### src/rtl/fifo_pkg.sv
// Shared constants and types for the asynchronous FIFO read side.
package fifo_pkg;
    localparam int DATASIZE     = 8;
    localparam int ADDRSIZE     = 4;
    localparam int OUTBUF_DEPTH = 2;

    typedef logic [DATASIZE-1:0] fifo_word_t;
endpackage

### src/rtl/fifo_out_buf.sv
// Two-entry circular output buffer: push at tail, pop at head, level count.
module fifo_out_buf
    import fifo_pkg::*;
#(
    parameter int DW = DATASIZE
) (
    input  logic          clk,
    input  logic          rst,
    input  logic          push,
    input  logic [DW-1:0] push_data,
    input  logic          pop,
    output logic [1:0]    count,
    output logic [DW-1:0] head_data
);
    logic [DW-1:0] mem_q [OUTBUF_DEPTH];
    logic [DW-1:0] mem_d [OUTBUF_DEPTH];
    logic          head_q, head_d;
    logic          tail_q, tail_d;
    logic [1:0]    count_q, count_d;
    logic          pop_ok;

    always_comb begin
        mem_d   = mem_q;
        head_d  = head_q;
        tail_d  = tail_q;
        count_d = count_q;
        pop_ok  = pop && (count_q != 2'd0);
        if (push) begin
            mem_d[tail_q] = push_data;
            tail_d        = ~tail_q;
        end
        if (pop_ok) begin
            head_d = ~head_q;
        end
        // Simultaneous push and pop leaves the level unchanged.
        count_d = count_q + {1'b0, push} - {1'b0, pop_ok};
    end

    always_ff @(posedge clk) begin
        if (rst) begin
            mem_q[0] <= '0;
            mem_q[1] <= '0;
            head_q   <= 1'b0;
            tail_q   <= 1'b0;
            count_q  <= 2'd0;
        end else begin
            mem_q   <= mem_d;
            head_q  <= head_d;
            tail_q  <= tail_d;
            count_q <= count_d;
        end
    end

    assign count     = count_q;
    assign head_data = mem_q[head_q];
endmodule

### src/rtl/fifo_rd_stream.sv
// Read-side drain: pops the FIFO, lands read data one cycle later, and
// streams words out through a 2-entry buffer with credit-based popping.
module fifo_rd_stream
    import fifo_pkg::*;
#(
    parameter int DATASIZE = fifo_pkg::DATASIZE
) (
    input  logic                rclk,
    input  logic                r_rst,
    input  logic                rempty,
    output logic                rinc,
    input  logic [DATASIZE-1:0] rdata,
    output logic                out_valid,
    input  logic                out_ready,
    output logic [DATASIZE-1:0] out_data,
    output logic [1:0]          rlevel
);
    logic       inflight_q, inflight_d;
    logic [1:0] count;
    logic       consume;
    logic [2:0] credit;

    assign out_valid = (count != 2'd0);
    assign consume   = out_valid && out_ready;
    assign rlevel    = count;

    // Words held plus the word in flight, less the one leaving this cycle.
    always_comb begin
        credit = {1'b0, count} + {2'b00, inflight_q} - {2'b00, consume};
        rinc   = !r_rst && !rempty && (credit < 3'd2);
    end

    always_comb begin
        inflight_d = rinc && !rempty;
    end

    always_ff @(posedge rclk) begin
        if (r_rst) begin
            inflight_q <= 1'b0;
        end else begin
            inflight_q <= inflight_d;
        end
    end

    fifo_out_buf #(
        .DW(DATASIZE)
    ) u_out_buf (
        .clk      (rclk),
        .rst      (r_rst),
        .push     (inflight_q),
        .push_data(rdata),
        .pop      (consume),
        .count    (count),
        .head_data(out_data)
    );

    a_no_overflow: assert property (
        @(posedge rclk) disable iff (r_rst)
        !(inflight_q && count == 2'd2 && !consume)
    );
endmodule

### config.mk
export PLATFORM = sky130hd
export DESIGN_NAME = fifo_rd_stream
export DESIGN_NICKNAME = d
export VERILOG_FILES = /design/src/rtl/fifo_pkg.sv /design/src/rtl/fifo_out_buf.sv /design/src/rtl/fifo_rd_stream.sv
export SDC_FILE = /design/constraint.sdc
export NUM_CORES = 1
export LEC_CHECK = 0
export CORE_MARGIN = 5
export CORE_UTILIZATION = 47
export CTS_BUF_LIST = sky130_fd_sc_hd__clkbuf_4 sky130_fd_sc_hd__clkbuf_8 sky130_fd_sc_hd__clkbuf_16
export DETAILED_ROUTE_END_ITERATION = 10
export GPL_TIMING_DRIVEN = 1
export PLACE_DENSITY = 0.77
export SLEW_MARGIN = 40
export SYNTH_ARGS = -nofsm -noshare
export SYNTH_HDL_FRONTEND = slang
export SYNTH_HIERARCHICAL = 1
export SYNTH_SLANG_ARGS = --single-unit
### constraint.sdc
create_clock -name rclk -period 2.39 [get_ports rclk]
set_input_delay 0.239 -clock rclk [delete_from_list [all_inputs] [get_ports rclk]]
set_output_delay 0.239 -clock rclk [all_outputs]
set_load 0.01 [all_outputs]
==> run summary, run 1 <==
status -> finished with violations
failing checks -> negative setup slack
count of cell types in the netlist -> 22
detailed-route DRC error count -> 0
vias in the first global route -> 789
Detailed Routing Iterations Pass 1 -> 4
starting density of the core -> 49.29%
CTS buffer count -> 3
antenna-violating nets left -> 0
IO buf count -> 23
Worst Hold End -> u_out_buf/mem_q[9]$_SDFFE_PP0P_
fin cells -> 161
clock sink total -> 21
post-synthesis sequential area ratio -> 43.92%
ant diodes -> 0
synth-to-layout area growth -> 31.76%
CP max stage delay -> 0.34 ns
clk buf depth -> 2
Placed Area -> 1220 µm²
final period utilization -> 108.4%
GRT overflow -> 0
Final Cell Area -> 1261 µm²
Hold WC Path Type -> reg -> reg
Worst VDD drop -> 631.7 µV
top cell type's share of synthesized area -> 43.92%
Clock transition at path regs -> 0.12 ns
max capacitance violation total -> 0
#FFs+latches synth -> 21
DIE HEIGHT -> 55.13 µm
DR iter-0 viols -> 13
DP HPWL -> 1400 µm
critical path class -> reg -> out
H-tree depth -> 1
Site Rows -> 16
Wirelength per Cell -> 12.83 µm
first-pass GRT wire length -> 3394 µm
Synth area leader -> dfxtp_1
Chip Width -> 55.13 µm
Setup Slack @ Placement -> -0.3790 ns
Final Critical Period -> 2.590 ns
Worst-Skew Late Latency -> 0.30 ns
WL final -> 2066 µm
post-synthesis instance total -> 110
flop2flop setup slack -> 0.43 ns
Synth area leaders -> dfxtp_1 (44%), mux2_2 (9.4%), nand2_1 (9.4%)
Final setup viols -> 1
CP delay by family, top -> simple AND/OR/NAND/NOR gates
Hold Path Origin -> u_out_buf/mem_q[9]$_SDFFE_PP0P_
post-layout power -> 0.001147 W
reg2reg end -> inflight_q$_SDFF_PP0_
vias per cell -> 5.106
worst-case reg-to-reg path depth -> 7
CP max-delay cell -> dfxtp_2
Max Clk Rate -> 386.1 MHz
largest net degree at the start of global routing -> 22
core area -> 1942 µm²
syn_area_per_cell -> 8.702 µm²
fin nets -> 151
crit path cell chain -> or2_4 > and2_4 > ha_1 > nand2b_4 > fa_2 > xor2_1 > nor4b_2 > buf_2
final setup margin -> -0.1999 ns
Placer Congestion -> 0.7073
relative max-transition margin -> 58.97%
IO Pins -> 24
DR vias -> 822
Clock Root Buffer -> clkbuf_4
Worst-Margin Slew -> 0.6142 ns
initial antenna violation count -> 0
fin. max-slew vios -> 0
Worst Path Buf+Inv -> 1
Post-Place Cells -> 157
Syn Nets -> 126
critical path peak fanout -> 2
leakage power -> 0.4931 nW
hold depth -> 2
Ys Warns -> 6
post-synthesis cell area -> 957.2 µm²
clk_skew -> 0.0006008 ns
RSZ-0062 raised after global routing -> true
fraction of layout instances using a drive strength above 1 -> 17.91%
Final Hold Viols -> 0
Hold Worst Slack -> 0.4590 ns
Worst EP required -> 2.15 ns
die area -> 3039 µm²
Arr. time, crit path -> 2.35 ns
TritonCTS clock tree -> done
startpoint types -> flop
RR Startpoint -> u_out_buf/count[1]$_SDFF_PP0_
overall routing resource usage -> 15.81%
pwr dens -> 909.2 nW/µm²
CP Capture Type -> output port
## state kept, by name (all words and copies together) (netlist names)
signal	flops
inflight_q	1
u_out_buf/count	2
u_out_buf/head_q	1
u_out_buf/mem_q	16
u_out_buf/tail_q	1
## tightest hold or removal path: cells and delay by family, from the launching register on
kind	cells	cell delay, ns
AOI/OAI and AO/OA	1	0.05
DFF	1	0.33
and+or+nand+nor	1	0.05
## how the worst max path moves through the flow
stage	startpoint	slack (ns)	end	cells after the start
5_1_grt	u_out_buf/count[1]$_SDFF_PP0_	-0.32	rinc	8
2_1_floorplan	u_out_buf/count[1]$_SDFF_PP0_	0.04	rinc	7
6_report	u_out_buf/count[1]$_SDFF_PP0_	-0.20	rinc	8
4_1_cts	u_out_buf/count[1]$_SDFF_PP0_	-0.20	rinc	8
3_3_place_gp	out_ready	-0.34	rinc	8
3_5_place_dp	out_ready	-0.38	rinc	8
## per-layer routing
metal / track usage [%] / vias up / routed length, µm
met2: 26.38 / 20 / 985
met4: 7.287 / 0 / 34
met1: 19.24 / 383 / 951
met3: 3.485 / 4 / 95
li1: - / 415 / -
met5: 0 / - / 0
## Yosys cell counts
cell and n:
nand2_1 24, dfxtp_1 21, a21oi_1 17, mux2_2 8, nand3_1 8, buf_2 3
ha_1 3, inv_1 3, nand2b_1 3, and2_1 2, buf_4 2, clkbuf_1 2
nor2_1 2, nor2b_1 2, nor4b_1 2, xor2_1 2, fa_1 1, nand2_4 1
nor3_1 1, o21a_1 1, or2_1 1, xnor2_1 1
## kinds of logic after synthesis
group / share of synthesized area (%)
simple gates: 23.14
flops: 43.92
compound gates: 9.673
buf+inv: 5.097
mux: 9.412
fa+ha+maj: 6.014
xor+xnor: 2.746
## cells in the final DEF, fill, tap and decap left out, types with 2 or more instances in the layout
cell type	count
mux2_2	8
clkdlybuf4s50_1	22
xor2_1	2
ha_1	3
nand3_1	8
dfxtp_1	20
nand2_1	24
inv_1	3
nor2_1	2
clkbuf_4	4
nand2b_1	2
a21oi_1	17
nor2b_1	2
buf_4	4
## metrics by stage
| stage | TNS [ns] | util, % |
|---|---|---|
| 2_1_floorplan | 0 | - |
| 3_3_place_gp | -0.3430 | 62.82 |
| 3_5_place_dp | -0.3790 | 62.82 |
| 4_1_cts | -0.2013 | 64.24 |
| 5_1_grt | -0.3206 | 64.95 |
| 6_report | -0.1999 | 64.95 |
## where the power goes
part	switching, W	internal (W)	leakage, nW	total, W
Combinational	0.000233	0.000272	0.304	0.000506
Sequential	0.0000504	0.000408	0.171	0.000459
Clock	0.000106	0.0000763	0.0184	0.000182
## what timing repair did
item                                    4_1_cts  5_1_grt
hold buffers                                  0        0
resized for setup                             5        4
buffers inserted                              0        0
endpoints found under the setup margin        1        1
pin swaps                                     0        1
## area by class of cell
class / count / area, µm²
sequential: 21 / 421.7
fill: 178 / 680.7
multi-input combinational: 79 / 509.2
inverter: 3 / 11.26
tap: 27 / 33.78
timing repair buffer: 27 / 255.2
clock buffer: 4 / 30.03
Note: power is estimated with default switching activity, not from simulation.
==> run 2, diff against run 1 <==
- CORE_MARGIN: 5 -> default
==> run 2 against run 1 <==
The run still ends with negative setup slack left. Wire length shrank 5.6%. Critical path depth is the same. Register-to-register slack lost 0.03 ns. Global-route usage grew 5.5 points. Die area shrank 27%. Clock power shrank 9%. Sequential cell count is the same. Design area shrank 0.30%. Largest cell class unchanged. Largest power group unchanged.
==> run summary, run 2 (synthesis results as in run 1) <==
RSZ-0062 raised after global routing -> true
startpoint types -> flop
net switching power -> 0.0003848 W (-1.3%)
Setup Slack @ Placement -> -0.4476 ns (-0.06865 ns)
DIE HEIGHT -> 47.13 µm (-15%)
starting density of the core -> 52.58% (+3.3 points)
Site Rows -> 15 (-1)
Detailed Routing Iterations Pass 1 -> 3 (-1)
CP Capture Type -> output port
clock power share -> 14.9% (-1.0 points)
number of flip-flops in the largest register -> 16 (unchanged)
DP HPWL -> 1418 µm (+1.3%)
DR iter-0 viols -> 4 (-9)
Setup TNS -> -0.1884 ns (+0.01150 ns)
commonest non-fill, non-tap cells in the layout -> nand2_1 (24), clkdlybuf4s50_1 (22), dfxtp_1 (21), a21oi_1 (17)
Hold Worst Slack -> 0.4590 ns (+0.000002000 ns)
crit path cell chain -> or2_1 > and2_1 > ha_1 > nand2b_4 > fa_2 > xor2_1 > nor4b_2 > buf_2
Worst EP required -> 2.15 ns (about the same)
CP max stage delay -> 0.34 ns (about the same)
Layout fillers -> 165 (-7.3%)
area occupied by multi-input gates -> 504.2 µm² (-0.98%)
vias per cell -> 5.031 (-1.5%)
Max Clk Rate -> 387.8 MHz (+0.45%)
pwr dens -> 890.1 nW/µm² (-2.1%)
overall routing resource usage -> 21.26% (+5.5 points)
Worst VDD drop -> 680.0 µV (+7.6%)
first-pass GRT wire length -> 3243 µm (-4.4%)
Internal -> 0.0007346 W (-3.0%)
initial antenna violation count -> 0 (unchanged)
Final setup viols -> 1 (unchanged)
CTS buffer count -> 3 (unchanged)
fin nets -> 152 (+0.66%)
clock sink total -> 21 (unchanged)
DR vias -> 805 (-2.1%)
failing checks -> negative setup slack
Reg power frac -> 40.8% (+0.8 points)
Arr. time, crit path -> 2.34 ns (about the same)
Switching Share -> 34.37% (+0.39 points)
Hold WC Path Type -> reg -> reg
Final Critical Period -> 2.578 ns (-0.01150 ns)
Chip Width -> 47.13 µm (-15%)
PostCTS Resize Cnt -> 6 (+1)
core area -> 1821 µm² (-6.2%)
IO buf count -> 23 (unchanged)
post-layout power -> 0.001119 W (-2.4%)
TritonCTS clock tree -> done
Reg area -> 420.4 µm² (-0.30%)
Gate power share -> 44.3% (+0.2 points)
clk buf depth -> 2 (unchanged)
Final Hold Viols -> 0 (unchanged)
largest net degree at the start of global routing -> 22 (unchanged)
Placer Congestion -> 0.6790 (-4.0%)
fin. max-slew vios -> 0 (unchanged)
leading cell type in the layout, fill and taps excluded -> nand2_1
H-tree depth -> 1 (unchanged)
die area -> 2221 µm² (-27%)
GRT overflow -> 0 (unchanged)
antenna-violating nets left -> 0 (unchanged)
Worst-Margin Slew -> 0.5687 ns (-0.04550 ns)
WL final -> 1950 µm (-5.6%)
CP max-delay cell -> fa_2
leakage power -> 0.4954 nW (+0.46%)
IO Pins -> 24 (unchanged)
CTS Hold Buffers Added -> 0 (unchanged)
synth-to-layout area growth -> 31.37%
final period utilization -> 107.9% (-0.48 points)
clk_skew -> 0.009041 ns (+0.008440 ns)
# Post-CTS Setup Buffers -> 0 (unchanged)
Top reg by flops -> u_out_buf/mem_q
vias in the first global route -> 763 (-3.3%)
fraction of layout instances using a drive strength above 1 -> 16.30% (-1.6 points)
relative max-transition margin -> 62.01% (+3.0 points)
final core utilization -> 69.07% (+4.1 points)
critical path class -> reg -> out
final setup margin -> -0.1884 ns (+0.01150 ns)
critical path peak fanout -> 2 (unchanged)
Worst-Skew Late Latency -> 0.30 ns (about the same)
detailed-route DRC error count -> 0 (unchanged)
ant diodes -> 0 (unchanged)
max capacitance violation total -> 0 (unchanged)
Clock Root Buffer -> clkbuf_4
status -> finished with violations
Clock transition at path regs -> 0.11 ns (about the same)
Wirelength per Cell -> 12.19 µm (-5.0%)
run 2: cell count changes in the layout (fill, tap and decap cells not counted), sizes merged:
cell    previous run  this run
buf                5         6
clkbuf             4         3
clkinv             0         1
run 2: worst paths after layout:
| kind | start | cells past startpoint | slack, ns | end |
|---|---|---|---|---|
| max reg2reg | u_out_buf/count[1]$_SDFF_PP0_ | 7 | 0.40 | inflight_q$_SDFF_PP0_ |
| min | u_out_buf/mem_q[7]$_SDFFE_PP0P_ | 2 | 0.46 | u_out_buf/mem_q[7]$_SDFFE_PP0P_ |
| max | u_out_buf/count[1]$_SDFF_PP0_ | 8 | -0.19 | rinc |
| min reg2reg | u_out_buf/mem_q[7]$_SDFFE_PP0P_ | 2 | 0.46 | u_out_buf/mem_q[7]$_SDFFE_PP0P_ |
run 2: per-stage QoR:
step           cells  area [µm²]
4_1_cts          160        1257
3_3_place_gp     156        1225
6_report         160        1257
5_1_grt          160        1257
2_1_floorplan    110       963.4
3_5_place_dp     156        1225
run 2: metal layers:
metal  global-route usage (%)  vias up  part of all wire [%]
li1                         -      414                     -
met1                    23.75      378                    43
met2                    38.89       11                    53
met3                    2.692        2                   2.4
met4                    11.43        0                  0.67
met5                        0        -                     0
run 2: layout make-up:
cell class / count / share of cell area [%]
timing repair buffer: 28 / 20.90
clock inverter: 1 / 0.3980
inverter: 3 / 0.8955
clock buffer: 3 / 1.791
tap: 25 / 2.488
sequential: 21 / 33.43
multi-input combinational: 79 / 40.10
run 2: power by group through the flow:
stage               sequential [W]  combinational (W)  clock (W)
floorplan                 0.000455           0.000296          0
global placement          0.000459           0.000468          0
detailed placement        0.000465           0.000488          0
CTS                       0.000457           0.000502   0.000171
global route              0.000466           0.000549   0.000187
finish                    0.000457           0.000496   0.000166
run 2: worst max-delay path, delay by kind of cell (launching register included):
| kind | cells | cell delay, ns |
|---|---|---|
| xor+xnor | 1 | 0.17 |
| fa+ha+maj | 2 | 0.60 |
| buf+inv | 1 | 0.17 |
| flops | 1 | 0.33 |
| simple gates | 4 | 0.76 |
==> run 3, diff against run 2 <==
- CORE_UTILIZATION: 47 -> 50
- PLACE_DENSITY: 0.77 -> 0.81
- SETUP_SLACK_MARGIN: default -> 0.4
- clock period: 2.39 -> 3.32 ns (I/O delays scaled with it)
==> run 3 against run 2 <==
The run now ends clean. Largest cell class unchanged. Clock skew is 0.0071 ns lower. Highest routed layer unchanged. Combinational power is 37% lower. Wire length is 1.7% lower. Critical path type unchanged. Non-clock buffer count is 3 lower. Register-to-register slack better by 0.85 ns. Utilization is 0.57 points higher. Critical path depth stayed put. First-iteration DRC count grew to 4.0 times the previous value. Die area is 5.7% lower.
==> run summary, run 3 (synthesis results as in run 1) <==
Chip Width -> 45.76 µm (-2.9%)
fin. max-slew vios -> 0 (unchanged)
leading cell type in the layout, fill and taps excluded -> nand2_1
clk_skew -> 0.001900 ns (-0.007141 ns)
RR Startpoint -> u_out_buf/count[1]$_SDFF_PP0_
CTS buffer count -> 3 (unchanged)
detailed-route DRC error count -> 0 (unchanged)
first-pass GRT wire length -> 2946 µm (-9.2%)
final setup margin -> 0.5173 ns (+0.7058 ns)
number of flip-flops in the largest register -> 16 (unchanged)
final period utilization -> 84.42%
initial antenna violation count -> 0 (unchanged)
Worst-Skew Late Latency -> 0.31 ns (about the same)
Setup Slack @ Placement -> 0.2849 ns (+0.7326 ns)
largest net degree at the start of global routing -> 23 (+4.5%)
core area -> 1764 µm² (-3.1%)
Final setup viols -> 0 (-1)
hold depth -> 2 (unchanged)
Wirelength per Cell -> 12.20 µm (+0.13%)
WL final -> 1916 µm (-1.7%)
starting density of the core -> 54.26% (+1.7 points)
CP max-delay cell -> dfxtp_4
Worst VDD drop -> 461.5 µV (-32%)
Layout fillers -> 161 (-2.4%)
overall routing resource usage -> 20.71% (-0.55 points)
leakage power -> 0.4731 nW (-4.5%)
critical path class -> reg -> out
final core utilization -> 69.65% (+0.57 points)
IO buf count -> 23 (unchanged)
Hold Worst Slack -> 0.4613 ns (+0.002300 ns)
DP HPWL -> 1296 µm (-8.6%)
GRT overflow -> 0 (unchanged)
fin nets -> 149 (-2.0%)
Clock Root Buffer -> clkbuf_4
antenna-violating nets left -> 0 (unchanged)
die area -> 2094 µm² (-5.7%)
ant diodes -> 0 (unchanged)
CP max stage delay -> 0.39 ns (+0.05 ns)
relative max-transition margin -> 57.95% (-4.1 points)
fraction of layout instances using a drive strength above 1 -> 13.64% (-2.7 points)
vias per cell -> 5.153 (+2.4%)
post-layout power -> 0.0007787 W (-30%)
Max Clk Rate -> 356.8 MHz
Top reg by flops -> u_out_buf/mem_q
CTS Hold Buffers Added -> 0 (unchanged)
DR iter-0 viols -> 16 (+12)
Clock transition at path regs -> 0.12 ns (about the same)
worst setup path startpoint -> u_out_buf/count[1]$_SDFF_PP0_
commonest non-fill, non-tap cells in the layout -> nand2_1 (24), clkdlybuf4s50_1 (22), dfxtp_1 (20), a21oi_1 (17)
Final Hold Viols -> 0 (unchanged)
Setup TNS -> 0 ns (+0.1884 ns)
DIE HEIGHT -> 45.76 µm (-2.9%)
Worst EP required -> 2.99 ns (+0.84 ns)
Hold Path Origin -> u_out_buf/mem_q[2]$_SDFFE_PP0P_
crit path cell chain -> or2_1 > and2_1 > ha_1 > nand2b_1 > fa_1 > xor2_1 > nor4b_2 > buf_2
Detailed Routing Iterations Pass 1 -> 6 (+3)
Worst-Margin Slew -> 0.6295 ns (+0.06085 ns)
clock sink total -> 21 (unchanged)
TritonCTS clock tree -> done
status -> finished, final reports clean
DR vias -> 809 (+0.50%)
Site Rows -> 15 (unchanged)
critical path peak fanout -> 7 (+5)
worst-case reg-to-reg path depth -> 7 (unchanged)
vias in the first global route -> 657 (-14%)
Final Critical Period -> 2.803 ns
CP Capture Type -> output port
RSZ-0062 raised after global routing -> false
Hold WC Path Type -> reg -> reg
Placer Congestion -> 0.6789 (about the same)
IO Pins -> 24 (unchanged)
clk buf depth -> 2 (unchanged)
synth-to-layout area growth -> 28.37%
# Post-CTS Setup Buffers -> 0 (unchanged)
Arr. time, crit path -> 2.47 ns (+0.13 ns)
pwr dens -> 633.8 nW/µm² (-29%)
H-tree depth -> 1 (unchanged)
startpoint types -> flop
max capacitance violation total -> 0 (unchanged)
-- run 3: cell types whose count changed in the layout (fill, tap and decap cells not counted), sizes merged --
cell	change
buf	-3
-- run 3: critical path: cells and delay by family, from the launching register on --
kind,cells,cell delay (ns)
fa+ha+maj,2,0.64
xor+xnor,1,0.17
flops,1,0.39
simple gates,4,0.80
buf+inv,1,0.16
-- run 3: area by class of cell --
class / instances / area [µm²] / share of cell area [%]
inverter: 3 / 11.26 / 0.9165
timing repair buffer: 25 / 240.2 / 19.55
clock buffer: 3 / 22.52 / 1.833
clock inverter: 1 / 5.005 / 0.4073
tap: 25 / 31.28 / 2.546
multi-input combinational: 79 / 494.2 / 40.22
sequential: 21 / 424.2 / 34.52
-- run 3: worst paths after layout --
kind	to	slack [ns]
worst min-delay path	u_out_buf/mem_q[2]$_SDFFE_PP0P_	0.46
worst max register to register	inflight_q$_SDFF_PP0_	1.25
worst max-delay path	rinc	0.52
worst min register to register	u_out_buf/mem_q[2]$_SDFFE_PP0P_	0.46
-- run 3: routing by layer --
metal	vias up	global-route usage, %	part of all wire (%)
li1	411	-	-
met4	0	10.59	1.9
met3	4	6.349	4.7
met2	18	32.00	48
met1	376	25.93	45
met5	-	0	0
-- run 3: timing repair --
action | 4_1_cts | 5_1_grt
cloned | 0 | 0
setup endpoints to repair | 1 | 1
gates resized for setup | 6 | 2
pin swaps | 1 | 0
-- run 3: metrics by stage --
stage	instance area [µm²]	instances
after floorplan	957.2	110
after global placement	1196	153
after detailed placement	1196	153
after CTS	1220	157
after global routing	1229	157
final	1229	157
-- run 3: power breakdown --
group	switching (W)	internal [W]
registers	0.0000437	0.000295
clock network	0.0000826	0.0000451
logic	0.000146	0.000166
